--- config.mk ---
export PLATFORM = sky130hd
export DESIGN_NAME = nubus_video_fetch_flat
export DESIGN_NICKNAME = d
export VERILOG_FILES = /design/src/rtl/nubus_video_pkg.sv /design/src/rtl/nubus_video_fetch_if.sv /design/src/rtl/nubus_video_fifo.sv /design/src/rtl/nubus_video_fetch.sv /design/src/flat_wrapper.sv
export SDC_FILE = /design/constraint.sdc
export NUM_CORES = 1
export LEC_CHECK = 0
export BUFFER_PORTS_ARGS = -buffer_cell sky130_fd_sc_hd__buf_2
export CORE_MARGIN = 5
export CORE_UTILIZATION = 58
export CTS_CLUSTER_DIAMETER = 200
export DETAILED_ROUTE_END_ITERATION = 16
export PLACE_DENSITY_LB_ADDON = 0.15
export SLEW_MARGIN = 20
export SYNTH_ARGS = -nofsm -noshare
export SYNTH_HDL_FRONTEND = slang
export SYNTH_SLANG_ARGS = --single-unit
export TNS_END_PERCENT = 5
--- constraint.sdc ---
create_clock -name clk -period 8.1 [get_ports clk]
set_input_delay 0.81 -clock clk [delete_from_list [all_inputs] [get_ports clk]]
set_output_delay 0.81 -clock clk [all_outputs]
set_load 0.005 [all_outputs]
--- src/rtl/nubus_video_pkg.sv ---
// ============================================================================
// Module : nubus_video_pkg
// Purpose: Shared types and helpers for the NuBus video scan-out fetch path:
//          colour-depth encoding, fetch FSM state encoding, and the
//          bits-per-pixel / pixels-per-word / words-per-line / unpack helpers.
// Ports  : none (package)
// Rev    : 1.0  initial release
// ============================================================================
`default_nettype none

package nubus_video_pkg;

  // Colour depth select; bpp = 1 << mode.
  typedef enum logic [1:0] {
    MODE_1BPP = 2'd0,
    MODE_2BPP = 2'd1,
    MODE_4BPP = 2'd2,
    MODE_8BPP = 2'd3
  } mode_e;

  // Fetch FSM state encoding.
  typedef enum logic [0:0] {
    ST_IDLE = 1'b0,
    ST_REQ  = 1'b1
  } fetch_state_e;

  function automatic logic [3:0] bpp_of(input mode_e m);
    return 4'd1 << m;
  endfunction

  // Pixels held in one 16-bit framebuffer word.
  function automatic logic [4:0] ppw_of(input mode_e m);
    return 5'd16 >> m;
  endfunction

  // Framebuffer words needed for one active line.
  function automatic logic [15:0] wpl_of(input mode_e m, input int unsigned h_res);
    return 16'((h_res * 32'(bpp_of(m))) / 32'd16);
  endfunction

  // Leftmost (MSB-first) pixel of a word, zero-extended to a CLUT index.
  function automatic logic [7:0] pixel_of(input logic [15:0] w, input mode_e m);
    logic [7:0] p;
    p = w[15:8];
    case (m)
      MODE_1BPP: p = {7'd0, w[15]};
      MODE_2BPP: p = {6'd0, w[15:14]};
      MODE_4BPP: p = {4'd0, w[15:12]};
      default:   p = w[15:8];
    endcase
    return p;
  endfunction

  // Drop the leftmost pixel of a word.
  function automatic logic [15:0] shift_of(input logic [15:0] w, input mode_e m);
    return w << bpp_of(m);
  endfunction

endpackage

`default_nettype wire

--- src/rtl/nubus_video_fetch_if.sv ---
// ============================================================================
// Module : nubus_video_fetch_if
// Purpose: SDRAM read-request channel between the scan-out fetch engine
//          (master) and the SDRAM arbiter (slave). One request outstanding;
//          mem_req is held until mem_ack, mem_rdata valid with mem_ack.
// Ports  : mem_req, mem_addr[ADDR_W], mem_ack, mem_rdata[16]
// Rev    : 1.0  initial release
// ============================================================================
`default_nettype none

interface nubus_video_fetch_if #(
  parameter int ADDR_W = 25
);
  logic              mem_req;
  logic [ADDR_W-1:0] mem_addr;
  logic              mem_ack;
  logic [15:0]       mem_rdata;

  modport master (output mem_req, mem_addr, input mem_ack, mem_rdata);
  modport slave  (input mem_req, mem_addr, output mem_ack, mem_rdata);
endinterface

`default_nettype wire

--- src/rtl/nubus_video_fifo.sv ---
// ============================================================================
// Module : nubus_video_fifo
// Purpose: Synchronous show-ahead FIFO for prefetched framebuffer words.
//          flush empties it in one cycle. Push on a full FIFO is accepted only
//          together with a pop (count unchanged); pop on empty is ignored.
// Ports  : clk, reset, flush, push, din[WIDTH], pop, dout[WIDTH],
//          count[clog2(DEPTH)+1], empty
// Rev    : 1.0  initial release
// ============================================================================
`default_nettype none

module nubus_video_fifo #(
  parameter int DEPTH = 16,
  parameter int WIDTH = 16
) (
  input  logic                     clk,
  input  logic                     reset,
  input  logic                     flush,
  input  logic                     push,
  input  logic [WIDTH-1:0]         din,
  input  logic                     pop,
  output logic [WIDTH-1:0]         dout,
  output logic [$clog2(DEPTH):0]   count,
  output logic                     empty
);
  localparam int AW = $clog2(DEPTH);

  logic [WIDTH-1:0] store [DEPTH];
  logic [AW-1:0]    wr_ptr;
  logic [AW-1:0]    rd_ptr;
  logic             full;
  logic             do_push;
  logic             do_pop;

  assign empty   = (count == '0);
  assign full    = (int'(count) == DEPTH);
  assign do_pop  = pop && !empty;
  assign do_push = push && (!full || do_pop);
  assign dout    = store[rd_ptr];

  always_ff @(posedge clk) begin
    if (do_push) store[wr_ptr] <= din;
  end

  always_ff @(posedge clk) begin
    if (reset || flush) begin
      wr_ptr <= '0;
      rd_ptr <= '0;
      count  <= '0;
    end else begin
      if (do_push) wr_ptr <= wr_ptr + AW'(1);
      if (do_pop)  rd_ptr <= rd_ptr + AW'(1);
      count <= count + {{AW{1'b0}}, do_push} - {{AW{1'b0}}, do_pop};
    end
  end
endmodule

`default_nettype wire

--- src/rtl/nubus_video_fetch.sv ---
// ============================================================================
// Module : nubus_video_fetch
// Purpose: Scan-out fetch engine. Prefetches framebuffer words from SDRAM into
//          a FIFO and unpacks them MSB-first into 1/2/4/8-bpp CLUT indices.
// Ports  : clk, reset (sync, active-high)
//          cfg_enable, cfg_mode[2], cfg_base[ADDR_W], cfg_stride[16]
//          frame_start, line_start, pix_rd
//          mem (nubus_video_fetch_if.master): mem_req/mem_addr/mem_ack/mem_rdata
//          pix_idx[8], pix_valid, underflow (sticky)
//          cfg_hpan[4]  only with NUBUS_VIDEO_FETCH_PAN_EN
// Config : `define NUBUS_VIDEO_FETCH_PAN_EN adds horizontal pixel panning.
// Rev    : 1.0  initial release
// ============================================================================
`default_nettype none

module nubus_video_fetch
  import nubus_video_pkg::*;
#(
  parameter int H_RES      = 640,
  parameter int V_RES      = 480,
  parameter int ADDR_W     = 25,
  parameter int FIFO_DEPTH = 16,
  parameter int LOW_WATER  = 8
) (
  input  logic              clk,
  input  logic              reset,
  input  logic              cfg_enable,
  input  logic [1:0]        cfg_mode,
  input  logic [ADDR_W-1:0] cfg_base,
  input  logic [15:0]       cfg_stride,
  input  logic              frame_start,
  input  logic              line_start,
  input  logic              pix_rd,
`ifdef NUBUS_VIDEO_FETCH_PAN_EN
  input  logic [3:0]        cfg_hpan,
`endif
  nubus_video_fetch_if.master mem,
  output logic [7:0]        pix_idx,
  output logic              pix_valid,
  output logic              underflow
);
  localparam logic [0:0] IDLE = ST_IDLE;
  localparam logic [0:0] REQ  = ST_REQ;
  localparam int LN_W = $clog2(V_RES + 1);

  logic [0:0]              state;
  logic [ADDR_W-1:0]       line_base, fetch_ptr, req_addr, base_now;
  logic [15:0]             words_left;
  logic                    flush_pending;
  mode_e                   mode_q;
  logic [LN_W-1:0]         line_cnt;
  logic [15:0]             shreg;
  logic [4:0]              pix_left;
  logic [$clog2(FIFO_DEPTH):0] fifo_count;
  logic [15:0]             fifo_dout;
  logic                    fifo_empty;
  logic                    line_go, flush, stale, ack_ok;
  logic                    can_issue, can_continue;
  logic                    have, can_take, take, deliver, skipping, hpan_nz;
  logic [15:0]             src;

  // Lines beyond V_RES in a frame are ignored entirely.
  assign line_go  = line_start && (frame_start || int'(line_cnt) < V_RES);
  assign flush    = frame_start || line_go;
  assign base_now = frame_start ? cfg_base : line_base;

  // An ack that coincides with or follows a flush belongs to the old line.
  assign stale  = flush || flush_pending;
  assign ack_ok = (state == REQ) && mem.mem_ack && !stale;

  // Start only below the low-water mark; once running, keep going while the
  // word being acked still leaves room for another one (fill to full).
  assign can_issue = cfg_enable && !flush && (words_left != 16'd0) &&
                     (int'(fifo_count) < LOW_WATER) &&
                     (int'(fifo_count) + 1 <= FIFO_DEPTH);
  assign can_continue = cfg_enable && !flush && (words_left > 16'd1) &&
                        (int'(fifo_count) + 2 <= FIFO_DEPTH);

  assign mem.mem_req  = (state == REQ);
  assign mem.mem_addr = req_addr;

  nubus_video_fifo #(.DEPTH(FIFO_DEPTH), .WIDTH(16)) u_fifo (
    .clk   (clk),
    .reset (reset),
    .flush (flush),
    .push  (ack_ok),
    .din   (mem.mem_rdata),
    .pop   (take && !have),
    .dout  (fifo_dout),
    .count (fifo_count),
    .empty (fifo_empty)
  );

  always_ff @(posedge clk) begin
    if (reset) begin
      state         <= IDLE;
      line_base     <= '0;
      fetch_ptr     <= '0;
      req_addr      <= '0;
      words_left    <= '0;
      flush_pending <= 1'b0;
      mode_q        <= MODE_1BPP;
      line_cnt      <= '0;
    end else begin
      if (frame_start) begin
        line_base <= cfg_base;
        line_cnt  <= '0;
      end
      if (line_go) begin
        fetch_ptr  <= base_now;
        words_left <= wpl_of(mode_e'(cfg_mode), H_RES) + {15'd0, hpan_nz};
        line_base  <= base_now + ADDR_W'(cfg_stride);
        mode_q     <= mode_e'(cfg_mode);
        line_cnt   <= frame_start ? LN_W'(1) : line_cnt + LN_W'(1);
      end else if (ack_ok) begin
        fetch_ptr  <= fetch_ptr + ADDR_W'(1);
        words_left <= words_left - 16'd1;
      end

      case (state)
        IDLE: begin
          if (can_issue) begin
            state    <= REQ;
            req_addr <= fetch_ptr;
          end
        end
        default: begin
          // Address is never changed while the request is pending.
          if (mem.mem_ack) begin
            flush_pending <= 1'b0;
            if (!stale && can_continue) req_addr <= fetch_ptr + ADDR_W'(1);
            else                        state    <= IDLE;
          end else if (flush) begin
            flush_pending <= 1'b1;
          end
        end
      endcase
    end
  end

  // Unpacker: the current pixel comes from the shifter while it holds pixels,
  // otherwise straight from the FIFO head so a reload costs no cycle.
  assign have     = (pix_left != 5'd0);
  assign src      = have ? shreg : fifo_dout;
  assign can_take = have || !fifo_empty;
  assign take     = cfg_enable && !flush && can_take && (skipping || pix_rd);
  assign deliver  = take && !skipping;

  always_ff @(posedge clk) begin
    if (reset) begin
      shreg     <= '0;
      pix_left  <= '0;
      pix_idx   <= '0;
      pix_valid <= 1'b0;
      underflow <= 1'b0;
    end else begin
      if (flush) begin
        shreg    <= '0;
        pix_left <= '0;
      end else if (take) begin
        shreg    <= shift_of(src, mode_q);
        pix_left <= (have ? pix_left : ppw_of(mode_q)) - 5'd1;
      end

      if (pix_rd) begin
        pix_idx   <= deliver ? pixel_of(src, mode_q) : 8'd0;
        pix_valid <= deliver;
      end else begin
        pix_valid <= 1'b0;
      end

      if (frame_start)                                    underflow <= 1'b0;
      else if (pix_rd && cfg_enable && !flush && !deliver) underflow <= 1'b1;
    end
  end

`ifdef NUBUS_VIDEO_FETCH_PAN_EN
  // Leading pixels are discarded as soon as they arrive; a pix_rd during the
  // skip gets no pixel.
  logic [3:0] skip_cnt;
  assign skipping = (skip_cnt != 4'd0);
  assign hpan_nz  = (cfg_hpan != 4'd0);

  always_ff @(posedge clk) begin
    if (reset)                 skip_cnt <= '0;
    else if (line_go)          skip_cnt <= cfg_hpan;
    else if (take && skipping) skip_cnt <= skip_cnt - 4'd1;
  end
`else
  assign skipping = 1'b0;
  assign hpan_nz  = 1'b0;
`endif

endmodule

`default_nettype wire

--- src/flat_wrapper.sv ---
// flat-port wrapper written by rule: the top's interface ports become plain ports
module nubus_video_fetch_flat import nubus_video_pkg::*;
#(
  parameter int H_RES      = 640,
  parameter int V_RES      = 480,
  parameter int ADDR_W     = 25,
  parameter int FIFO_DEPTH = 16,
  parameter int LOW_WATER  = 8
)
  (clk, reset, cfg_enable, cfg_mode, cfg_base, cfg_stride, frame_start, line_start, pix_rd, pix_idx, pix_valid, underflow, mem_mem_req, mem_mem_addr, mem_mem_ack, mem_mem_rdata);
  nubus_video_fetch_if #(.ADDR_W(ADDR_W)) mem_i ();
  input  logic clk;
  input  logic reset;
  input  logic cfg_enable;
  input  logic [1:0] cfg_mode;
  input  logic [ADDR_W-1:0] cfg_base;
  input  logic [15:0] cfg_stride;
  input  logic frame_start;
  input  logic line_start;
  input  logic pix_rd;
  output logic [7:0] pix_idx;
  output logic pix_valid;
  output logic underflow;
  output wire logic [$bits(mem_i.mem_req)-1:0] mem_mem_req;
  output wire logic [$bits(mem_i.mem_addr)-1:0] mem_mem_addr;
  input wire logic [$bits(mem_i.mem_ack)-1:0] mem_mem_ack;
  input wire logic [$bits(mem_i.mem_rdata)-1:0] mem_mem_rdata;
  assign mem_mem_req = mem_i.mem_req;
  assign mem_mem_addr = mem_i.mem_addr;
  assign mem_i.mem_ack = mem_mem_ack;
  assign mem_i.mem_rdata = mem_mem_rdata;
  nubus_video_fetch #(.H_RES(H_RES), .V_RES(V_RES), .ADDR_W(ADDR_W), .FIFO_DEPTH(FIFO_DEPTH), .LOW_WATER(LOW_WATER)) u_core (.clk(clk), .reset(reset), .cfg_enable(cfg_enable), .cfg_mode(cfg_mode), .cfg_base(cfg_base), .cfg_stride(cfg_stride), .frame_start(frame_start), .line_start(line_start), .pix_rd(pix_rd), .mem(mem_i), .pix_idx(pix_idx), .pix_valid(pix_valid), .underflow(underflow));
endmodule
* Word level (Yosys, flattened, before mapping) *
Memories as Yosys holds them, arrays and structs flattened. A register that Yosys moved wholly into a read port is not among the register bits.
Cells that the tools add are included.
Widths: inputs -> output; s select.

word-level totals
  memory bits (writable) = 256
  memories kept = 1
  register bits after elaboration = 148
  logic and storage cells = 116
  input port bits = 66
  latch bits = 0
  ROM bits = 0

operators by class
  reductions and logical operators = 44
  multipliers = 1
  equality and inequality tests = 5
  div/mod/pow operators = 0
  shift-type cells = 4
  add/sub/neg operators = 11
  magnitude comparators = 5
  bitwise gates (word level) = 1
  muxes and demuxes = 27

memories
  name                 words  bits a word  read ports  clocked after memory_dff  wr ports  line                    RTL
  u_core.u_fifo.store  16     16           1           1                         1         nubus_video_fifo.sv:28  logic [WIDTH-1:0] store [DEPTH];

operators by type and width
  cell                   count
  $mux 25                8
  $le 32x6->1 const B    2
  $mux 9                 3
  $add 25x1->25 const B  1
  $add 25x16->25         1
  $pmux 8 s3             1
  $mux 10                2
  $logic_and 1x1->1      18
  $gt 16x1->1 const B    1
  $mux 16                1
  $reduce_bool 16->1     1
  $shl 16x4->16          1
  $sub 16x1->16 const B  1
  $add 9x1->9 const B    1
  $lt 9x9->1 const B     1
  $add 4x1->4 const B    2
  $mux 1                 8
  $mux 4                 2
  $mux 8                 1
  $reduce_bool 2->1      4
  $reduce_or 2->1        4
  $shl 1x2->4 const A    2
  $mul 3x4->7 const A    1
  $add 5x1->6 const B    1
  other kinds (19)       30

* Depth between registers and ports, before layout *
Gate-level depths: netlist of the first run.

  depth in word-level cells = 14
  depth in mapped cells = 14

* By module *
A second synthesis of the first run with hierarchy kept.

second synthesis, totals
  cell total of the unflattened synthesis = 1,479
  area, all modules = 18,731.7 µm²

modules (own cells, without submodules)
  module             cells an instance  instances  area each (µm²)
  nubus_video_fifo   502                1          10,596.4
  nubus_video_fetch  977                1          8,135.3

* Worst setup path after synthesis of the first run *
Ideal clock, no wire load.

  path type = input-to-reg
  start = input port frame_start
  end = register u_core.line_base[15]
  path slack = 3.935 ns
  setup time = 0.075 ns
  required time = 8.025 ns
  data arrival time = 4.090 ns
  path buffers = 3
  cell stages on the path = 11
  path through = buf_2 -> buf_1 -> buf_1 -> mux2_2 -> ha_1 -> a211oi_1 -> o21ai_1 -> a221oi_1 -> o21ai_0 -> or4_1 -> o22ai_1

between the ends
  word-level cells in the longest chain between the ends = 3
  elaborated cells on any way between the ends = 5
  classes of those cells = add/sub: 1; mux: 2; reduce/logical: 2

RTL lines
  what                                                        line                                               RTL
  start, declared                                             flat_wrapper.sv:18                                 input logic frame_start;
  $mux 25 / $logic_or 1x1->1 (equally long branches)          nubus_video_fetch.sv:65, nubus_video_fetch.sv:63
  $add 25x16->25 / $logic_and 1x1->1 (equally long branches)  nubus_video_fetch.sv:112, nubus_video_fetch.sv:63
  $mux 25 *                                                   nubus_video_fetch.sv:109                           if (line_go) begin
  end signal, assigned                                        nubus_video_fetch.sv:106                           line_base <= cfg_base;
  end signal, assigned                                        nubus_video_fetch.sv:112                           line_base <= base_now + ADDR_W'(cfg_stride);
  end, declared                                               nubus_video_fetch.sv:47                            logic [ADDR_W-1:0] line_base, fetch_ptr, req_addr, base_now;

Mark *: on every way between the ends. The rest lies on a longest branch, timed or not.
A chain may end at the register's enable or synchronous reset.

* Worst setup path in the final report of the first run *
  start = register u_core.pix_left[0]
  end = register u_core.u_fifo.count[4]

between the ends
  word-level cells in the longest chain between the ends = 10
  elaborated cells on any way between the ends = 11
  classes of those cells = add/sub: 2; reduce/logical: 9

RTL lines
  what                            line                      RTL
  start, declared                 nubus_video_fetch.sv:53   logic [4:0] pix_left;
  start signal, assigned          nubus_video_fetch.sv:162  pix_left <= (have ? pix_left : ppw_of(mode_q)) - 5'd1;
  $reduce_bool 5->1 *             nubus_video_fetch.sv:143  assign have = (pix_left != 5'd0);
  $logic_or 1x1->1                nubus_video_fetch.sv:145  assign can_take = have || !fifo_empty;
  $logic_and 1x1->1 (2 in a row)  nubus_video_fetch.sv:146  assign take = cfg_enable && !flush && can_take && (skipping || pix_rd);
  $logic_and 1x1->1 *             nubus_video_fetch.sv:88   .pop (take && !have),
  $logic_and 1x1->1 *             nubus_video_fifo.sv:37    assign do_pop = pop && !empty;
  $logic_or 1x1->1                nubus_video_fifo.sv:38    assign do_push = push && (!full || do_pop);
  $logic_and 1x1->1               nubus_video_fifo.sv:38
  $add 5x1->5                     nubus_video_fifo.sv:53    count <= count + {{AW{1'b0}}, do_push} - {{AW{1'b0}}, do_pop};
  $sub 5x1->5 *                   nubus_video_fifo.sv:53
  end signal, assigned            nubus_video_fifo.sv:53
  end, declared                   nubus_video_fifo.sv:23    output logic [$clog2(DEPTH):0] count,

Marks and branches as above.

==> impl_metrics.csv, run 1 <==
group,metric,value,unit
route,wire_per_inst,22.24,um
critical_path,cp_cell_sequence,"or3_1, nor3_2, buf_4, nand3_1, a41oi_1, inv_1, ha_1, inv_1, ha_1, fa_1, a21oi_1, nor2_1, or3_1, a21oi_1",
clocking,cts_buffers,43,
global_route,grt_start_max_net_pins,69,
final_layout,fillers,2332,
power,vdd_drop_max,234.3,uV
final_layout,antennaDiodeCount,0,
final_layout,final_core_util,66.18,%
critical_path,cp_slowest_cell,"a41oi_1",
floorplanning,die-area,0.03540,mm2
power,pwr-share-comb,5.9,%
route,dr.pass1.iters,5,
global_route,antenna_found_initial,0,
floorplanning,die_w,188.2,um
yosys,netlist_area,0.01841,mm2
yosys,synth_edf_count,256,
clocking,clk_pin_slew_worst_paths,60,ps
timing,maxSlewViolCount,0,
clocking,cts_resized,0,
clocking,clockRootBuffer,"clkbuf_16",
yosys,synth.top_cell.area_share,41.76,%
clocking,worst_skew_pair.late_latency,560,ps
critical_path,cp_num_cells,14,
timing,setup_tns,0,ps
placement,dp_hpwl,29000,um
placement,port_buffers,101,
global_route,grt_pass1_vias,12290,
power,power_density,223.7,mW/mm2
run_status,outcome,"complete, no violations",
route,drt_wl_total,44170,um
route,drcViolationCount,0,
yosys,netlist_top_cells_area,"edfxtp_1, dfxtp_1, mux4_2, nor2_1, ha_1",
critical_path,end_kind,"flip-flop",
floorplanning,fp-row-count,65,
yosys,ys_ff_latch,408,
power,p_leak,0.007138,uW
power,clkPwrFrac,45.6,%
yosys,synth_top_area_cell,"edfxtp_1",
final_layout,nets,1657,
run,cap_violations,0,
final_layout,layout_commonest_cell,"edfxtp_1",
critical_path,critical_path_arrival,4360,ps
clocking,cts_tree,"done",
critical_path,critPathLaunchType,"flip-flop",
floorplanning,die_h,188.2,um
yosys,synth_warnings,0,
critical_path,crit_required,8560,ps
clocking,cts_sinks,408,
clocking,cts_max_level,2,
timing,worstMarginPinSlew,1161,ps
final_layout,drive_above_1_share,19.89,%
clocking,ctsHoldBuffers,0,
hold_path,min_path_type,"reg2reg",
global_route,grt_overflow_total,0,
power,switchingPower,1025,uW
timing,holdWs,460.2,ps
timing,slew_headroom,22.51,%
timing,rsz0062_at_grt,"no",
route,drt-initial-drc-count,1068,
critical_path,worst-path-max-fanout,22,
floorplanning,start_util,58.49,%
critical_path,cpPeakStageDelay,760,ps
hold_path,hold_path_depth,2,
power,seqPwrFrac,48.5,%
critical_path,path_class,"reg2reg",
yosys,ys.flop_type,"edfxtp_1",
global_route,grt_pass1_wl,70010,um
yosys,yosysSeqAreaShare,58.28,%
final_layout,final_cell_mix,"edfxtp_1, dfxtp_1, nor2_1",
timing,fin_crit,3893,ps
timing,period_share,48.07,%
placement,place.gp.congestion,0.9117,
floorplanning,coreArea,0.03147,mm2
yosys,async_flop_share,0,%
clocking,postCtsSetupRepairBufs,0,
timing,timing_hold_violations_final,0,
timing,setup_viol,0,
power,swShare,22.01,%
yosys,syn_nets,1583,
timing,max_freq,256.8,MHz
critical_path,cpLargestDelayFamily,"simple AND/OR/NAND/NOR gates",
critical_path,critPathBufInv,3,
route,avgViaCountPerCell,6.297,
critical_path,worstRegToRegCells,14,
power,p_int,3633,uW
yosys,netlist_instances,1476,
route,ant_nets,0,
route,vias,12510,
global_route,grtUsageTotal,24.83,%
final_layout,area_delta_synth_final,13.14,%
clocking,cts_max_path_buffers,3,
timing,fin_skew,15.29,ps
floorplanning,io-pin-count,102,
yosys,syn_avg_cell_area,12.47,um2
yosys,ys_types,75,
[Yosys cell counts (all sizes together) (19+ instances only)]
| master | number |
|---|---|
| nand2 | 90 |
| dfxtp | 152 |
| a211oi | 47 |
| a21oi | 82 |
| nand4 | 19 |
| o21ai | 62 |
| xnor2 | 23 |
| inv | 23 |
| clkbuf | 58 |
| nor3 | 31 |
| ha | 39 |
| nor2 | 149 |
| xor2 | 39 |
| mux2 | 25 |
| nand3 | 33 |
| buf | 31 |
| mux2i | 44 |
| edfxtp | 256 |
| mux4 | 62 |
[registers in the layout, indices dropped and copies added, names as in the netlist, named ones only]
signal and count:
u_core.u_fifo.store 256, u_core.fetch_ptr 25, u_core.line_base 25, u_core.mem.mem_addr 25, u_core.shreg 16, u_core.words_left 16
u_core.line_cnt 9, u_core.pix_idx 8, u_core.pix_left 5, u_core.u_fifo.count 5, u_core.u_fifo.rd_ptr 4, u_core.u_fifo.wr_ptr 4
u_core.mode_q 2, u_core.flush_pending 1, u_core.mem.mem_req 1, u_core.pix_valid 1, u_core.underflow 1
[path summary, 6_finish.rpt]
path / start / endpoint / slack [ps]
setup / recovery: u_core.pix_left[0]$_SDFFE_PP0P_ / u_core.u_fifo.count[4]$_SDFF_PP0_ / 4210
setup reg to reg: u_core.pix_left[0]$_SDFFE_PP0P_ / u_core.u_fifo.count[4]$_SDFF_PP0_ / 4210
hold reg to reg: u_core.pix_idx[4]$_SDFFE_PP0P_ / u_core.pix_idx[4]$_SDFFE_PP0P_ / 460
hold / removal: u_core.pix_idx[4]$_SDFFE_PP0P_ / u_core.pix_idx[4]$_SDFFE_PP0P_ / 460
[stage by stage]
stage               total power (uW)  cells  worst slack (ps)  instance area, um2
global route                    4821   1986              3949               20830
global placement                2568   1906              3836               19250
detailed placement              2574   1906              3784               19250
floorplan                       2480   1476              3935               18410
finish                          4658   1986              4207               20830
CTS                             4686   1985              4018               20790
[routing by layer]
metal  global-route usage (%)  part of all wire [%]
met4                    6.098                   2.3
met1                    36.16                    44
met3                    3.574                   6.6
met2                    39.92                    47
met5                        0                     0
[cell type report]
type | instances | area (um2) | share of cell area, %
multi-input combinational | 954 | 7301 | 35.05
inverter | 25 | 93.84 | 0.4505
clock inverter | 30 | 419.2 | 2.012
tap | 402 | 503.0 | 2.415
clock buffer | 49 | 1119 | 5.370
sequential | 408 | 10740 | 51.55
timing repair buffer | 118 | 655.6 | 3.148
[power groups by stage]
stage               Sequential, uW  Clock (uW)  Combinational, uW
floorplan                     2290           0                186
global placement              2300           0                268
detailed placement            2300           0                273
CTS                           2260        2160                274
global route                  2260        2250                306
finish                        2260        2120                277
[logic make-up (layout without fill, tap and decap cells)]
group,after synthesis,in the layout,share of synthesized area [%]
and+or+nand+nor,430,430,11.26
adders and majority gates,41,41,2.868
muxes,131,131,11.51
xor gates and xnor gates,62,62,2.950
DFF,408,408,58.28
buffers and inverters,114,222,2.508
AOI/OAI and AO/OA,290,290,10.62
[worst register-to-register path, cell delays in order, from the launching register on]
cell,delay (ps)
dfxtp_1,340
or3_1,440
nor3_2,120
buf_4,310
nand3_1,150
a41oi_1,760
inv_1,100
ha_1,310
inv_1,40
ha_1,200
fa_1,410
a21oi_1,140
nor2_1,60
or3_1,300
a21oi_1,140
No activity file was read; power rests on OpenSTA's default activity.
==> inputs of run 2 (changes only) <==
clock period = 3.7 ns   (was 8.1 ns; I/O delays follow)
==> impl_metrics.csv, run 2 (synthesized netlist as in run 1, its figures left out) <==
group,metric,value,unit
floorplanning,io-pin-count,102,
final_layout,final_area,0.02115,mm2
timing,worstMarginPinSlew,842.6,ps
hold_path,hold_end,"u_core.flush_pending$_SDFFE_PP0P_",
timing,period_share,88.06,%
final_layout,final_core_util,67.19,%
floorplanning,die_w,188.2,um
final_layout,antennaDiodeCount,0,
global_route,grt_start_max_net_pins,67,
global_route,grtUsageTotal,25.05,%
floorplanning,start_util,58.49,%
clocking,clk_pin_slew_worst_paths,60,ps
critical_path,critical_path_arrival,3730,ps
final_layout,largest-register,"u_core.u_fifo.store",
clocking,cts_tree,"done",
timing,holdWs,60.69,ps
route,drcViolationCount,0,
power,p_leak,0.007379,uW
final_layout,fin_cells,2031,
final_layout,largest_reg_flops,256,
critical_path,critPathLaunchType,"flip-flop",
critical_path,timing.rr.start,"u_core.line_cnt[5]$_SDFFE_PP0P_",
route,avgViaCountPerCell,6.186,
placement,place.gp.congestion,0.8911,
hold_path,hold_path_depth,2,
route,drt_wl_total,44980,um
floorplanning,fp-row-count,65,
clocking,cts_sinks,408,
global_route,antenna_found_initial,2,
placement,place_area,0.01963,mm2
clocking,clockRootBuffer,"clkbuf_16",
timing,fin_crit,3258,ps
final_layout,area_delta_synth_final,14.87,%
run_status,outcome,"complete, no violations",
timing,timing_hold_violations_final,0,
final_layout,final_cell_mix,"edfxtp_1, dfxtp_1, nor2_1",
critical_path,worstRegToRegCells,13,
route,ant_nets,0,
final_layout,fillers,2342,
placement,port_buffers,101,
clocking,worst_skew_pair.late_latency,560,ps
final_layout,nets,1702,
floorplanning,die-area,0.03540,mm2
clocking,cts_max_path_buffers,3,
placement,dp_hpwl,30230,um
route,dr.pass1.iters,5,
placement,numPlacedInstances,1952,
critical_path,path_class,"reg2reg",
hold_path,min_path_type,"in2reg",
route,wire_per_inst,22.15,um
timing,setup_viol,0,
clocking,postCtsSetupRepairBufs,0,
clocking,cts_buffers,42,
run,cap_violations,0,
timing,maxSlewViolCount,0,
critical_path,crit_required,4170,ps
clocking,cts_max_level,2,
timing,setup_tns,0,ps
route,drt-initial-drc-count,1033,
route,vias,12560,
global_route,grt_pass1_vias,12310,
global_route,grt_pass1_wl,70410,um
critical_path,worst-path-max-fanout,5,
timing,rsz0062_at_grt,"no",
critical_path,r2r-end,"u_core.u_fifo.count[4]$_SDFF_PP0_",
floorplanning,coreArea,0.03147,mm2
clocking,cts_resized,0,
timing,fin_skew,34.38,ps
critical_path,ff2ff_setup_slack,440,ps
floorplanning,die_h,188.2,um
critical_path,end_kind,"flip-flop",
final_layout,layout_commonest_cell,"edfxtp_1",
hold_path,min_from,"mem_mem_ack",
global_route,grt_overflow_total,0,
timing,slew_headroom,42.22,%
power,power_density,471.9,mW/mm2
power,vdd_drop_max,444.5,uV
final_layout,drive_above_1_share,22.04,%
clocking,ctsHoldBuffers,0,
timing,max_freq,306.9,MHz
==> run 2: worst max path at each step <==
stage	startpoint	to	slack [ps]	depth (start not counted)
CTS	u_core.line_cnt[5]$_SDFFE_PP0P_	u_core.u_fifo.count[4]$_SDFF_PP0_	460	13
finish	u_core.line_cnt[5]$_SDFFE_PP0P_	u_core.u_fifo.count[4]$_SDFF_PP0_	440	13
global placement	frame_start	u_core.line_base[22]$_SDFF_PP0_	360	12
global route	u_core.line_cnt[5]$_SDFFE_PP0P_	u_core.u_fifo.count[4]$_SDFF_PP0_	170	13
detailed placement	frame_start	u_core.line_base[22]$_SDFF_PP0_	270	12
floorplan	frame_start	u_core.line_base[15]$_SDFF_PP0_	120	11
==> run 2: final cells by class <==
type | instances | area, um2 | share of cell area, %
clock buffers | 62 | 1246 | 5.893
clock inverters | 16 | 241.5 | 1.142
flip-flops and latches | 408 | 10740 | 50.77
well taps | 402 | 503.0 | 2.378
repair buffers | 164 | 1039 | 4.911
inverters | 25 | 93.84 | 0.4437
multi-input cells | 954 | 7288 | 34.46
==> run 2: report_power, final <==
part	internal [uW]	total, uW	leakage, uW	switching, uW
Combinational	243	614	0.00311	371
Clock	2640	4430	0.000735	1790
Sequential	4890	4940	0.00354	47.3
==> run 2: routing by layer <==
layer,up-vias,routed length (um),part of all wire (%),GRT usage [%]
met4,4,933,2.1,5.477
met2,373,21590,48,41.49
li1,5854,-,-,-
met3,66,2491,5.5,3.593
met5,-,25,0.056,0
met1,6267,19930,44,35.70
==> run 2: worst max-delay path, cell delays in order, from the launching register on <==
cell     delay [ps]
dfxtp_1         400
nand4_1         260
a21o_1          290
or3_1           370
a41oi_1         230
inv_1            70
ha_1            270
inv_1            40
ha_1            190
fa_1            400
a21oi_1         150
nor2_1           60
or3_1           300
a21oi_1         150
==> run 2: through the flow <==
stage	worst slack [ps]	power (uW)
3_3_place_gp	355.5	5629
5_1_grt	170.4	10340
2_1_floorplan	115.9	5428
6_report	441.9	9980
3_5_place_dp	273.6	5639
4_1_cts	455.9	10040
